[src/rtl/pwm_multi_pkg.sv]
// Shared register map, CTRL field layout and mode type for the multi-channel PWM block.
package pwm_multi_pkg;

  localparam logic [6:0] ADDR_OUT_EN    = 7'h00;
  localparam logic [6:0] ADDR_PWM_EN    = 7'h01;
  localparam logic [6:0] ADDR_CTRL      = 7'h02;
  localparam logic [6:0] ADDR_DUTY_BASE = 7'h10;

  localparam int CTRL_MODE_BIT     = 0;
  localparam int CTRL_PRESCALE_LSB = 8;
  localparam int CTRL_PRESCALE_MSB = 15;
  localparam int PRESCALE_W        = CTRL_PRESCALE_MSB - CTRL_PRESCALE_LSB + 1;

  typedef enum logic {
    MODE_EDGE   = 1'b0,
    MODE_CENTER = 1'b1
  } pwm_mode_t;

  // Disabled outputs are forced low; enabled outputs without PWM are held high.
  function automatic logic pwm_out_sel(input logic out_en, input logic pwm_en, input logic pwm);
    logic res;
    if (!out_en) begin
      res = 1'b0;
    end else if (pwm_en) begin
      res = pwm;
    end else begin
      res = 1'b1;
    end
    return res;
  endfunction

endpackage

[src/rtl/pwm_multi_channel_timebase.sv]
// Shared PWM timebase: prescaler, edge/center up-down counter and period-start generation.
module pwm_timebase
  import pwm_multi_pkg::*;
#(
  parameter int WIDTH = 8
) (
  input  logic                  clk_i,
  input  logic                  rst_i,
  input  logic                  restart_i,
  input  pwm_mode_t             mode_i,
  input  logic [PRESCALE_W-1:0] prescale_i,
  output logic [WIDTH-1:0]      cnt_o,
  output logic                  load_o,
  output logic                  period_start_o
);

  localparam logic [WIDTH-1:0]      CNT_ONE = {{(WIDTH-1){1'b0}}, 1'b1};
  localparam logic [WIDTH-1:0]      CNT_TOP = {{(WIDTH-1){1'b1}}, 1'b0};
  localparam logic [PRESCALE_W-1:0] PSC_ONE = {{(PRESCALE_W-1){1'b0}}, 1'b1};

  logic [PRESCALE_W-1:0] psc_q, psc_d;
  logic [WIDTH-1:0]      cnt_q, cnt_d;
  logic                  dir_up_q, dir_up_d;
  logic                  ps_q, ps_d;
  logic                  tick;
  logic                  wrap;

  // Next-state for prescaler and counter; a restart overrides any wrap in the same cycle.
  always_comb begin
    tick     = (psc_q == prescale_i);
    psc_d    = tick ? '0 : (psc_q + PSC_ONE);
    cnt_d    = cnt_q;
    dir_up_d = dir_up_q;
    wrap     = 1'b0;
    if (restart_i) begin
      psc_d    = '0;
      cnt_d    = '0;
      dir_up_d = 1'b1;
    end else if (tick) begin
      case (mode_i)
        MODE_EDGE: begin
          dir_up_d = 1'b1;
          if (cnt_q >= CNT_TOP) begin
            cnt_d = '0;
            wrap  = 1'b1;
          end else begin
            cnt_d = cnt_q + CNT_ONE;
          end
        end
        MODE_CENTER: begin
          if (dir_up_q) begin
            if (cnt_q >= CNT_TOP) begin
              cnt_d    = CNT_TOP - CNT_ONE;
              dir_up_d = 1'b0;
            end else begin
              cnt_d = cnt_q + CNT_ONE;
            end
          end else begin
            if (cnt_q <= CNT_ONE) begin
              cnt_d    = '0;
              dir_up_d = 1'b1;
              wrap     = 1'b1;
            end else begin
              cnt_d = cnt_q - CNT_ONE;
            end
          end
        end
        default: begin
          cnt_d    = '0;
          dir_up_d = 1'b1;
          wrap     = 1'b1;
        end
      endcase
    end else begin
      cnt_d = cnt_q;
    end
    ps_d = restart_i | wrap;
  end

  // Timebase state registers.
  always_ff @(posedge clk_i or posedge rst_i) begin
    if (rst_i) begin
      psc_q    <= '0;
      cnt_q    <= '0;
      dir_up_q <= 1'b1;
      ps_q     <= 1'b0;
    end else begin
      psc_q    <= psc_d;
      cnt_q    <= cnt_d;
      dir_up_q <= dir_up_d;
      ps_q     <= ps_d;
    end
  end

  assign cnt_o          = cnt_q;
  assign load_o         = ps_d;
  assign period_start_o = ps_q;

endmodule

[src/rtl/pwm_multi_channel.sv]
// Multi-channel PWM generator: register decode, shadowed duty arrays, compare and output registers.
module pwm_multi_channel
  import pwm_multi_pkg::*;
#(
  parameter int CHANNELS = 16,
  parameter int WIDTH    = 8
) (
  input  logic                clk,
  input  logic                rst,
  input  logic                reg_we,
  input  logic [6:0]          reg_addr,
  input  logic [15:0]         reg_wdata,
  output logic [CHANNELS-1:0] out,
  output logic                period_start
);

  logic [CHANNELS-1:0]             out_en_q, out_en_d;
  logic [CHANNELS-1:0]             pwm_en_q, pwm_en_d;
  pwm_mode_t                       mode_q, mode_d;
  logic [PRESCALE_W-1:0]           prescale_q, prescale_d;
  logic [CHANNELS-1:0][WIDTH-1:0]  duty_pend_q, duty_pend_d;
  logic [CHANNELS-1:0][WIDTH-1:0]  duty_act_q, duty_act_d;
  logic [CHANNELS-1:0]             out_q, out_d;

  logic                we_out_en;
  logic                we_pwm_en;
  logic                we_ctrl;
  logic [CHANNELS-1:0] we_duty;
  logic [WIDTH-1:0]    cnt;
  logic                load;
  logic                unused_wdata;

  assign unused_wdata = ^reg_wdata;

  // Address decode; DUTY slots beyond the channel count never match.
  always_comb begin
    we_out_en = reg_we && (reg_addr == ADDR_OUT_EN);
    we_pwm_en = reg_we && (reg_addr == ADDR_PWM_EN);
    we_ctrl   = reg_we && (reg_addr == ADDR_CTRL);
    for (int i = 0; i < CHANNELS; i++) begin
      we_duty[i] = reg_we && (reg_addr == (ADDR_DUTY_BASE + 7'(i)));
    end
  end

  // Control and enable register next-state.
  always_comb begin
    out_en_d   = out_en_q;
    pwm_en_d   = pwm_en_q;
    mode_d     = mode_q;
    prescale_d = prescale_q;
    if (we_out_en) begin
      out_en_d = reg_wdata[CHANNELS-1:0];
    end else begin
      out_en_d = out_en_q;
    end
    if (we_pwm_en) begin
      pwm_en_d = reg_wdata[CHANNELS-1:0];
    end else begin
      pwm_en_d = pwm_en_q;
    end
    if (we_ctrl) begin
      mode_d     = pwm_mode_t'(reg_wdata[CTRL_MODE_BIT]);
      prescale_d = reg_wdata[CTRL_PRESCALE_MSB:CTRL_PRESCALE_LSB];
    end else begin
      mode_d     = mode_q;
      prescale_d = prescale_q;
    end
  end

  // Pending/active duty and per-channel compare; active duty loads from the pre-write pending value.
  always_comb begin
    duty_pend_d = duty_pend_q;
    duty_act_d  = duty_act_q;
    out_d       = '0;
    for (int i = 0; i < CHANNELS; i++) begin
      if (we_duty[i]) begin
        duty_pend_d[i] = reg_wdata[WIDTH-1:0];
      end else begin
        duty_pend_d[i] = duty_pend_q[i];
      end
      if (load) begin
        duty_act_d[i] = duty_pend_q[i];
      end else begin
        duty_act_d[i] = duty_act_q[i];
      end
      out_d[i] = pwm_out_sel(out_en_q[i], pwm_en_q[i], (cnt < duty_act_q[i]));
    end
  end

  // Register bank, duty arrays and output register.
  always_ff @(posedge clk or posedge rst) begin
    if (rst) begin
      out_en_q    <= '0;
      pwm_en_q    <= '0;
      mode_q      <= MODE_EDGE;
      prescale_q  <= '0;
      duty_pend_q <= '0;
      duty_act_q  <= '0;
      out_q       <= '0;
    end else begin
      out_en_q    <= out_en_d;
      pwm_en_q    <= pwm_en_d;
      mode_q      <= mode_d;
      prescale_q  <= prescale_d;
      duty_pend_q <= duty_pend_d;
      duty_act_q  <= duty_act_d;
      out_q       <= out_d;
    end
  end

  pwm_timebase #(
    .WIDTH(WIDTH)
  ) u_timebase (
    .clk_i          (clk),
    .rst_i          (rst),
    .restart_i      (we_ctrl),
    .mode_i         (mode_q),
    .prescale_i     (prescale_q),
    .cnt_o          (cnt),
    .load_o         (load),
    .period_start_o (period_start)
  );

  assign out = out_q;

endmodule

[config.mk]
export PLATFORM = sky130hd
export DESIGN_NAME = pwm_multi_channel
export DESIGN_NICKNAME = d
export VERILOG_FILES = /design/src/rtl/pwm_multi_pkg.sv /design/src/rtl/pwm_multi_channel_timebase.sv /design/src/rtl/pwm_multi_channel.sv
export SDC_FILE = /design/constraint.sdc
export NUM_CORES = 1
export LEC_CHECK = 0
export BUFFER_PORTS_ARGS = -buffer_cell sky130_fd_sc_hd__buf_2
export CAP_MARGIN = 15
export CORE_MARGIN = 2
export CORE_UTILIZATION = 45
export DETAILED_ROUTE_END_ITERATION = 12
export GPL_TIMING_DRIVEN = 1
export SKIP_CTS_REPAIR_TIMING = 1
export SLEW_MARGIN = 20
export SYNTH_ARGS = -nofsm -noshare
export SYNTH_HDL_FRONTEND = slang
export SYNTH_SLANG_ARGS = --single-unit
[constraint.sdc]
create_clock -name clk -period 10.05 [get_ports clk]
set_input_delay 0.5025 -clock clk [delete_from_list [all_inputs] [get_ports clk]]
set_output_delay 0.5025 -clock clk [all_outputs]
set_load 0.01 [all_outputs]
; ---- After elaboration in Yosys (flattened, before gate mapping)
; Cells that the tools add are included.
[word_totals]
regBits = 331
output_inout_bits = 17
word_cells = 156
[classes]
addsub = 3
order_cmp = 18
eq_ne = 19
muxes = 52
bitwise = 2
n_reduce_logical = 21
[ops]
columns = op, n
row1 = < comparator 8 bit, 16
row2 = == test 7 x 5 -> 1 bit (second input constant), 16
row3 = 2-to-1 mux 8 bit, 8
row4 = 2-to-1 mux 1 bit, 41
row5 = logical AND 1 bit, 19
row6 = adder 8 x 1 -> 8 bit (second input constant), 2
row7 = case mux 8 bit (2 select lines), 1
row8 = == test 8 bit, 1
row9 = greater-or-equal comparator 8 bit (second input constant), 1
row10 = less-or-equal comparator 8 x 1 -> 1 bit (second input constant), 1
row11 = subtractor 8 x 1 -> 8 bit (second input constant), 1
row12 = == test 7 x 1 -> 1 bit (second input constant), 1
row13 = == test 7 x 2 -> 1 bit (second input constant), 1
row14 = logical NOT 7 bit, 1
row15 = case mux 1 bit (2 select lines), 2
row16 = nonzero test 2 bit, 1
row17 = inverter 1 bit, 1
row18 = bitwise OR 1 bit, 1

; ---- Longest topological paths before layout
[depth]
word_depth = 7
ltp_mapped = 10
mapped_depth_nobuf = 7

; ---- Hierarchy
; From an unflattened synthesis, not the netlist that was laid out.
[unflattened]
hier_cells = 1366
hier_area_um2 = 15673.8
[by_module_without_submodules]
columns = mod, instances, cells_per_inst, area_per_inst_um2
row1 = pwm_multi_channel, 1, 1186, 14162.3
row2 = pwm_timebase, 1, 180, 1511.4

; ---- Worst setup path before layout
; No wires, ideal clock.
[synth_timing]
path_kind = register -> register
from = register u_timebase.cnt_q[3] (netlist: u_timebase.cnt_o[3])
to = register duty_act_q[100] (netlist name)
arrival_time_ps = 2513
path_slack_ps = 7412
stages_incl_launch_ff = 9
n_path_buf = 3
synth_period_minus_slack_ps = 2638
path_cell_list = dfrtp_1 > buf_6 > or4_4 > nor4_4 > a22oi_2 > o21ai_4 > buf_12 > buf_12 > mux2_4
[synth_via]
elab_chain_len = 7
[synth_lines]
columns = element, line_no
row1 = from (decl), pwm_multi_channel_timebase.sv:22  ; logic [WIDTH-1:0] cnt_q, cnt_d;
row2 = from (signal assigned), pwm_multi_channel_timebase.sv:89  ; cnt_q <= cnt_d;
row3 = less-or-equal comparator 8 x 1 -> 1 bit, pwm_multi_channel_timebase.sv:59  ; if (cnt_q <= CNT_ONE) begin
row4 = 2-to-1 mux 1 bit, pwm_multi_channel_timebase.sv:59
row5 = 2-to-1 mux 1 bit, pwm_multi_channel_timebase.sv:51  ; if (dir_up_q) begin
row6 = case mux 1 bit (2 select lines) (*), pwm_multi_channel_timebase.sv:40  ; case (mode_i)
row7 = 2-to-1 mux 1 bit (*), pwm_multi_channel_timebase.sv:39  ; end else if (tick) begin
row8 = 2-to-1 mux 1 bit (*), pwm_multi_channel_timebase.sv:35  ; if (restart_i) begin
row9 = bitwise OR 1 bit (*), pwm_multi_channel_timebase.sv:77  ; ps_d = restart_i | wrap;
row10 = to (signal assigned), pwm_multi_channel.sv:106  ; duty_act_q <= duty_act_d;
row11 = to (decl), pwm_multi_channel.sv:22  ; logic [CHANNELS-1:0][WIDTH-1:0] duty_act_q, duty_act_d;
; Mark *: on every way between the ends. The rest lies on a longest branch, timed or not.
; A chain may end at the register's enable or synchronous reset.

; ---- Worst setup path in the final report
[layout_timing]
from = register u_timebase.cnt_q[0] (netlist: u_timebase.cnt_o[0])
to = register duty_act_q[6] (netlist name)
; Same word-level chain as after synthesis.

==> flow_summary.json <==
{
  "status": "finished clean",
  "grt_max_degree": 145,
  "routed_wl_um": 34310,
  "numClockSinks": 331,
  "utilization_pct": 50.85,
  "synth-main-ff-cell": "dfrtp_1",
  "fin_crit_sh_pct": 42.03,
  "io_pins": 43,
  "core_um2": 35570,
  "floorplan.initialDensity_pct": 45.78,
  "max-cap-violations": 0,
  "crit_type": "reg -> reg",
  "worstPathArrival_ns": 4.61,
  "slew_violations": 0,
  "cts_tree": "yes",
  "max_slew.worst_pin.slew_ns": 0.9936,
  "synth_top_area_share_pct": 50.71,
  "peakVddDrop_uv": 129.2,
  "antenna_left": 0,
  "synthArstFlopShare_pct": 100.0,
  "grt_pass1_wl_um": 55770,
  "clk_path_buf_depth": 3,
  "min_period_ns": 4.224,
  "tns_ns": 0,
  "die_area_um2": 37730,
  "cp_max_fo": 57,
  "ys_warn_count": 0,
  "place.gp.congestion": 0.8469,
  "vias": 9562,
  "rsz0062_at_grt": "no",
  "syn_area_per_cell_um2": 13.01,
  "routed_via_density": 5.345,
  "syn-instance-count": 1252,
  "total_leakage_power_nw": 8.793,
  "seq_area_frac_synth_pct": 50.87,
  "yosys.cell_count.top_type": "dfrtp_1",
  "die_h_um": 194.2,
  "route.detailed.drc": 0,
  "seqCellArea_um2": 8284,
  "grt_pass1_vias": 9878,
  "multi_input_area_um2": 7111,
  "dpl.hpwl_um": 20990,
  "ys_ff_latch": 331,
  "clk_pin_slew_ns": 0.06,
  "setup_viol": 0,
  "timing_hold_violations_final": 0,
  "netlist_area_um2": 16280,
  "synth_top_cell_by_area": "dfrtp_1",
  "die_w_um": 194.2,
  "nFillCells": 3052,
  "synthTopCellsByArea": "dfrtp_1, mux2_2, mux2_4",
  "drive_above_1_share_pct": 30.57,
  "slew_headroom_pct": 33.76,
  "portBuffers": 42,
  "n_antenna_cell": 0,
  "core.rowCount": 69,
  "whs_ns": 0.09388,
  "dr.first_iter.drc_count": 396,
  "nets": 1444,
  "cts_root_buffer": "clkbuf_16",
  "synth_cell_types": 55,
  "antenna_found_initial": 3,
  "grt_overflow_total": 0,
  "p_per_area_nw_per_um2": 201.5,
  "timing.hold.worst.class": "in -> async",
  "fmax_mhz": 236.7,
  "numCtsBuffers": 38,
  "grt_use_total_pct": 18.67,
  "synthesis.nets": 1395,
  "cp.required_ns": 10.44,
  "area_growth_pct": 11.06,
  "clock_latency_ns": 0.52,
  "synth_commonest_cells": "dfrtp_1, mux2_2, inv_1",
  "synth_edf_count": 0,
  "routedWlPerCell_um": 19.18,
  "cp-end-kind": "register",
  "start_kind": "register",
  "fin_skew_ns": 0.01795,
  "drt-pass1-iter-count": 4,
  "h-tree-depth": 2
}
## state kept, by name (all words and copies together), names as in the netlist
signal                     cells
u_timebase.dir_up_q            1
u_timebase.period_start_o      1
u_timebase.cnt_o               8
out_en_q                      16
u_timebase.psc_q               8
duty_pend_q                  128
duty_act_q                   128
out                           16
pwm_en_q                      16
mode_q                         1
prescale_q                     8
## layer usage
| metal | track usage (%) | vias up | wire (µm) | part of all wire (%) |
|---|---|---|---|---|
| met5 | 0 | - | 22 | 0.064 |
| met4 | 4.321 | 4 | 567 | 1.7 |
| met3 | 3.201 | 53 | 1504 | 4.4 |
| met2 | 29.47 | 161 | 15480 | 45 |
| met1 | 26.93 | 4848 | 16730 | 49 |
| li1 | - | 4496 | - | - |
## critical path, cell delays in order, from the launching register on
cell	delay, ns
dfrtp_1	0.69
inv_1	0.28
ha_1	0.29
nor2_1	0.09
nor4_4	0.39
a22oi_2	0.14
o21ai_4	0.50
buf_4	0.42
buf_4	0.82
mux2_2	0.42
## cell families after synthesis
family	after synthesis	share of synthesized area [%]
fa+ha+maj	117	8.990
buf+inv	182	5.463
compound gates	168	6.669
xor+xnor	19	1.022
simple gates	145	4.633
mux	290	22.35
flops	331	50.87
## cell type report
type | count | area share, %
clock buffers | 61 | 6.517
multi-input cells | 739 | 39.32
clock inverters | 6 | 0.4981
flip-flops and latches | 331 | 45.80
inverters | 135 | 2.843
repair buffers | 56 | 1.833
well taps | 461 | 3.189
## path summary, 6_finish.rpt
check                                         endpoint                             from  depth (start not counted)  slack, ns
max                          duty_act_q[6]$_DFFE_PP0P_  u_timebase.cnt_o[0]$_DFFE_PP0P_                          9       5.83
min                                   out[9]$_DFF_PP0_                              rst                          2       0.09
max reg2reg                  duty_act_q[6]$_DFFE_PP0P_  u_timebase.cnt_o[0]$_DFFE_PP0P_                          9       5.83
min reg2reg                duty_act_q[120]$_DFFE_PP0P_      duty_act_q[120]$_DFFE_PP0P_                          1       0.49
max in group asynchronous  duty_pend_q[60]$_DFFE_PP0P_                              rst                          4       8.05
min in group clk             prescale_q[2]$_DFFE_PP0P_                    reg_wdata[10]                          3       0.22
## report_power, final
part	switching, W	internal (W)	leakage [nW]
Clock	0.000537	0.000854	0.625
Sequential	0.0000886	0.00142	4.53
Combinational	0.000413	0.000328	3.64
## through the flow
step / std cells / area, µm² / total power [W] / setup slack [ns]
floorplan: 1252 / 16280 / 0.002044 / 0.3810
global placement: 1722 / 16810 / 0.002251 / 5.889
detailed placement: 1722 / 16810 / 0.002287 / 5.791
CTS: 1789 / 18080 / 0.003696 / 5.784
global route: 1789 / 18090 / 0.003866 / 5.532
finish: 1789 / 18090 / 0.003645 / 5.826
## cells in the final DEF, fill, tap and decap left out, types with 3 or more instances in the layout
| master | synthesis | final |
|---|---|---|
| mux2_1 | 5 | 5 |
| o21ai_0 | 44 | 44 |
| xor2_1 | 14 | 14 |
| a21o_1 | 32 | 32 |
| mux2_2 | 184 | 184 |
| buf_2 | 1 | 42 |
| mux2_4 | 100 | 100 |
| buf_4 | 1 | 12 |
| nor3b_1 | 3 | 3 |
| nor4_1 | 4 | 4 |
| a31oi_1 | 16 | 16 |
| a21oi_1 | 38 | 38 |
| clkbuf_1 | 30 | 10 |
| nand3_1 | 29 | 29 |
| nor2b_1 | 5 | 5 |
| inv_1 | 135 | 134 |
| a41oi_1 | 17 | 17 |
| and3_1 | 10 | 10 |
| clkbuf_8 | 0 | 12 |
| ha_1 | 117 | 117 |
| nor3_1 | 6 | 6 |
| nor2_1 | 15 | 15 |
| a311oi_1 | 3 | 3 |
| dfrtp_1 | 330 | 330 |
| nand2_1 | 43 | 43 |
| nand2b_1 | 17 | 17 |
| xnor2_1 | 5 | 5 |
| clkbuf_16 | 0 | 39 |
(Power assumes the default switching activity.)
